[src/rtl/axicb_scfifo_pf.sv]
`default_nettype none
// ============================================================================
// axicb_scfifo_pf : single-clock show-ahead FIFO, optional registered prefetch
// Rev 1.0
// ============================================================================
module axicb_scfifo_pf #(
    parameter int ADDR_WIDTH    = 8,
    parameter int DATA_WIDTH    = 8,
    parameter int FFD_EN        = 0,
    parameter int AFULL_THRESH  = (2**ADDR_WIDTH) - 1,
    parameter int AEMPTY_THRESH = 1
) (
    input  logic                  aclk,
    input  logic                  aresetn,
    input  logic                  srst,
    input  logic                  in_valid,
    output logic                  in_ready,
    input  logic [DATA_WIDTH-1:0] in_data,
    output logic                  out_valid,
    input  logic                  out_ready,
    output logic [DATA_WIDTH-1:0] out_data,
    output logic                  full,
    output logic                  empty,
    output logic                  afull,
    output logic                  aempty,
    output logic [ADDR_WIDTH:0]   level
);

    localparam int DEPTH = 2**ADDR_WIDTH;
    localparam int LW    = ADDR_WIDTH + 1;

    localparam logic [LW-1:0]         c_depth   = LW'(DEPTH);
    localparam logic [LW-1:0]         c_afull   = LW'(AFULL_THRESH);
    localparam logic [LW-1:0]         c_aempty  = LW'(AEMPTY_THRESH);
    localparam logic [LW-1:0]         c_lvl_one = LW'(1);
    localparam logic [ADDR_WIDTH-1:0] c_ptr_one = ADDR_WIDTH'(1);

    logic [DATA_WIDTH-1:0] mem [DEPTH];

    logic [ADDR_WIDTH-1:0] r_wr_ptr;
    logic [ADDR_WIDTH-1:0] r_rd_ptr;
    logic [LW-1:0]         r_level;
    logic                  r_full;
    logic                  r_empty;
    logic                  r_afull;
    logic                  r_aempty;

    logic                  w_push;
    logic                  w_pop;
    logic                  w_rd_adv;
    logic [LW-1:0]         w_level_nxt;

    // srst wins over both handshakes in its cycle
    assign w_push = in_valid && !r_full && !srst;
    assign w_pop  = out_valid && out_ready && !srst;

    always_comb begin
        w_level_nxt = r_level;
        case ({w_push, w_pop})
            2'b10:   w_level_nxt = r_level + c_lvl_one;
            2'b01:   w_level_nxt = r_level - c_lvl_one;
            default: w_level_nxt = r_level;
        endcase
    end

    always_ff @(posedge aclk) begin
        if (w_push) begin
            mem[r_wr_ptr] <= in_data;
        end
    end

    always_ff @(posedge aclk or negedge aresetn) begin
        if (!aresetn) begin
            r_wr_ptr <= '0;
            r_rd_ptr <= '0;
            r_level  <= '0;
            r_full   <= 1'b0;
            r_empty  <= 1'b1;
            r_afull  <= 1'b0;
            r_aempty <= 1'b1;
        end else if (srst) begin
            r_wr_ptr <= '0;
            r_rd_ptr <= '0;
            r_level  <= '0;
            r_full   <= 1'b0;
            r_empty  <= 1'b1;
            r_afull  <= 1'b0;
            r_aempty <= 1'b1;
        end else begin
            if (w_push) begin
                r_wr_ptr <= r_wr_ptr + c_ptr_one;
            end
            if (w_rd_adv) begin
                r_rd_ptr <= r_rd_ptr + c_ptr_one;
            end
            r_level  <= w_level_nxt;
            r_full   <= (w_level_nxt == c_depth);
            r_empty  <= (w_level_nxt == '0);
            r_afull  <= (w_level_nxt >= c_afull);
            r_aempty <= (w_level_nxt <= c_aempty);
        end
    end

    generate
        if (FFD_EN != 0) begin : g_prefetch
            logic                  r_out_valid;
            logic [DATA_WIDTH-1:0] r_out_data;
            logic                  w_ram_avail;
            logic                  w_load;

            // level includes the output register, so RAM holds level - out_valid words
            assign w_ram_avail = (r_level != {{ADDR_WIDTH{1'b0}}, r_out_valid});
            assign w_load      = w_ram_avail && (!r_out_valid || out_ready) && !srst;

            always_ff @(posedge aclk or negedge aresetn) begin
                if (!aresetn) begin
                    r_out_valid <= 1'b0;
                    r_out_data  <= '0;
                end else if (srst) begin
                    r_out_valid <= 1'b0;
                    r_out_data  <= '0;
                end else if (w_load) begin
                    r_out_valid <= 1'b1;
                    r_out_data  <= mem[r_rd_ptr];
                end else if (w_pop) begin
                    r_out_valid <= 1'b0;
                end
            end

            assign out_valid = r_out_valid;
            assign out_data  = r_out_data;
            assign w_rd_adv  = w_load;
        end else begin : g_comb_read
            assign out_valid = !r_empty;
            assign out_data  = mem[r_rd_ptr];
            assign w_rd_adv  = w_pop;
        end
    endgenerate

    assign in_ready = !r_full;
    assign full     = r_full;
    assign empty    = r_empty;
    assign afull    = r_afull;
    assign aempty   = r_aempty;
    assign level    = r_level;

endmodule
`default_nettype wire
[config.mk]
export PLATFORM = sky130hd
export DESIGN_NAME = axicb_scfifo_pf
export DESIGN_NICKNAME = d
export VERILOG_FILES = /design/src/rtl/axicb_scfifo_pf.sv
export SDC_FILE = /design/constraint.sdc
export NUM_CORES = 2
export LEC_CHECK = 0
export BUFFER_PORTS_ARGS = -buffer_cell sky130_fd_sc_hd__clkbuf_2
export CAP_MARGIN = 15
export CORE_ASPECT_RATIO = 1.1
export CORE_MARGIN = 8
export CORE_UTILIZATION = 45
export DETAILED_ROUTE_END_ITERATION = 16
export PLACE_DENSITY_LB_ADDON = 0.3
export SETUP_SLACK_MARGIN = 0.3
export SYNTH_ARGS = -nofsm -noshare
export SYNTH_HDL_FRONTEND = slang
export SYNTH_SLANG_ARGS = --single-unit
[constraint.sdc]
create_clock -name aclk -period 7.6 [get_ports aclk]
set_input_delay 1.52 -clock aclk [delete_from_list [all_inputs] [get_ports aclk]]
set_output_delay 1.52 -clock aclk [all_outputs]
set_load 0.02 [all_outputs]
==> qor.yml <==
slew_viol_final: 0
routedWlPerCell_um: 30.95
grt_pass1_vias: 39960
die_x_um: 421.4
ys_ff_latch: 2077
p_comb_share_pct: 10.1
synth_edf_count: 2048
via_per_inst: 6.065
syn-instance-count: 3923
dpl.hpwl_um: 119200
required_ps: 6080
synthFlopType: "edfxtp_1"
clkPwrFrac_pct: 38.0
switching_power_mw: 5.640
dr.pass1.iters: 6
switching_share_pct: 23.05
fin_ws_ps: 485.1
cp-end-kind: "primary output"
cts.repair.resized: 0
seqPwrFrac_pct: 51.8
path_clk_slew_ps: 60
post_dp_cell_area_mm2: 0.08387
final_cells: 6529
insertion_delay_ps: 840
synthDistinctLibCells: 68
io_pins: 36
power_density_mw_per_mm2: 272.2
rows: 163
dp.cells: 6167
final_common_cell: "edfxtp_1"
vdd_drop_max_v: 0.0002858
grt_max_degree: 153
initialDrtViolationCount: 4977
final_cell_area_mm2: 0.08990
reg2reg_from: "full"
worst_slew_margin_rel_pct: 16.74
finClkSkew_ps: 31.90
pre_cts_ws_ps: 1600
clock-sinks: 2077
rrSetupSlack_ps: 3340
leakagePower_nw: 26.56
max_clock_freq_mhz: 140.5
worstMarginPinSlew_ps: 1249
status: "complete, no violations"
reg2reg_to: "empty"
path_max_fanout: 54
dieArea_mm2: 0.1946
cp.arrival_ps: 5590
syn_area_mm2: 0.08134
hp-start: "r_wr_ptr[0]"
syn_area_per_cell_um2: 20.73
grt_overflow: 0
rsz0062_at_grt: "no"
cts_root_buf: "clkbuf_16"
post_cts_buffers: 0
syn_to_final_growth_pct: 10.52
fin_nets: 3992
final_hold_viol_count: 0
grt_first_pass_wirelength_um: 290200
ant_nets: 0
cts_tree: "built"
setup_viol: 0
setup_tns_ps: 0
drcViolationCount: 0
period_needed_ps: 7115
min_path_cells: 2
fin_util_pct: 50.09
max_cap_violations: 0
grtUsageTotal_pct: 20.43
clock_tree.buffer_depth: 3
holdPathEnd: "r_wr_ptr[0]"
layout_common_cells: "edfxtp_1, mux4_2, nor2_1"
period_share_pct: 93.62
io_buffers: 35
worstHoldPathType: "reg2reg"
numCtsBuffers: 194
vias: 39600
nFillCells: 14260
postCtsHoldBufs: 0
cts-htree-levels: 4
start_util_pct: 45.32
antenna_found_initial: 4
reg2regPathDepth: 14
drt_wl_total_um: 202100
worstSetupPathType: "reg2out"
place_congestion: 0.8375
postSynth.asyncResetShare_pct: 1.396
p_int_mw: 18.83
die_h_um: 461.9
drive_gt1_share_pct: 21.07
core_mm2: 0.1795
syn_nets: 3944
ys_warn_count: 0
cp-start-kind: "register"
yosysSeqAreaShare_pct: 76.51
## worst max path at each step
stage / start / depth (start not counted) / slack, ps / to
5_1_grt: r_rd_ptr[2] / 7 / 500 / out_data[5]
4_1_cts: r_rd_ptr[2] / 7 / 660 / out_data[5]
6_report: r_rd_ptr[2] / 7 / 490 / out_data[5]
3_3_place_gp: r_rd_ptr[3] / 7 / 950 / out_data[2]
3_5_place_dp: r_rd_ptr[2] / 7 / 1600 / out_data[3]
2_1_floorplan: srst / 14 / 3020 / empty
## state kept, by name, summed over array words and instances, names as in the netlist
name / cells
full: 1
r_rd_ptr: 8
mem: 2048
empty: 1
r_wr_ptr: 8
aempty: 1
afull: 1
level: 9
## layout make-up
cell class | count | area [µm²] | share of cell area, %
timing repair buffer | 108 | 958.4 | 1.066
multi-input combinational | 1580 | 17640 | 19.62
antenna | 4 | 10.01 | 0.01113
inverter | 10 | 37.54 | 0.04176
tap | 2392 | 2993 | 3.329
clock buffer | 235 | 5115 | 5.690
sequential | 2077 | 62240 | 69.24
clock inverter | 123 | 898.4 | 0.9993
## cell families (layout without fill, tap and decap cells)
group,after synthesis,in the layout,synth area share (%)
flops,2077,2077,76.51
mux,624,624,14.78
simple gates,549,549,3.077
compound gates,378,378,3.320
buf+inv,266,476,1.966
xor+xnor,21,21,0.2261
fa+ha+maj,8,8,0.1231
other cells,0,4,0
## metrics by stage
| step | total power, mW | hold WS [ps] |
|---|---|---|
| finish | 24.47 | 600.2 |
| global route | 25.12 | 633.0 |
| CTS | 24.62 | 597.9 |
| detailed placement | 15.44 | 586.5 |
| global placement | 15.43 | 576.9 |
| floorplan | 14.71 | 552.8 |
## cells in the mapped netlist, types with 9 or more instances
cell	n	share of area (%)
a211oi_1	49	0.45
a21oi_1	51	0.31
a221oi_1	33	0.36
a22o_1	25	0.27
a22oi_1	68	0.63
buf_1	15	0.069
buf_2	67	0.41
buf_4	31	0.29
buf_6	28	0.39
clkbuf_1	99	0.46
dfrtp_1	27	0.83
edfxtp_1	2048	76
inv_1	10	0.046
mux2i_1	161	2.0
mux4_2	451	12
nand2_1	54	0.25
nand2b_1	11	0.085
nand3_1	30	0.18
nor2_1	299	1.4
nor2b_1	31	0.24
nor3_1	56	0.34
nor4_1	22	0.17
o21ai_0	15	0.092
o221ai_1	9	0.097
o22ai_1	79	0.61
o32ai_1	14	0.15
or2_2	12	0.092
xnor2_1	11	0.12
xor2_1	10	0.11
## critical path, cell delays in order (launching register included)
cell      delay, ps
dfrtp_4         990
and2_2         1020
buf_4           500
a221oi_1        180
o32ai_1         420
nor3_1          230
nor4_1          990
clkbuf_2        330
## power groups by stage
stage                     clock [mW]  sequential [mW]  combinational, mW
after global routing            9.81             12.7               2.63
after floorplan                    0             12.9               1.82
after detailed placement           0             12.9               2.51
final                           9.30             12.7               2.48
after global placement             0             12.9               2.50
after CTS                       9.42             12.7               2.52
## metal layers
metal	share of wire, %	track usage [%]
met1	39	27.08
met4	4.8	9.097
met5	0	0
met3	7.1	3.563
met2	49	33.50
Power figures use the tool's default switching activity.
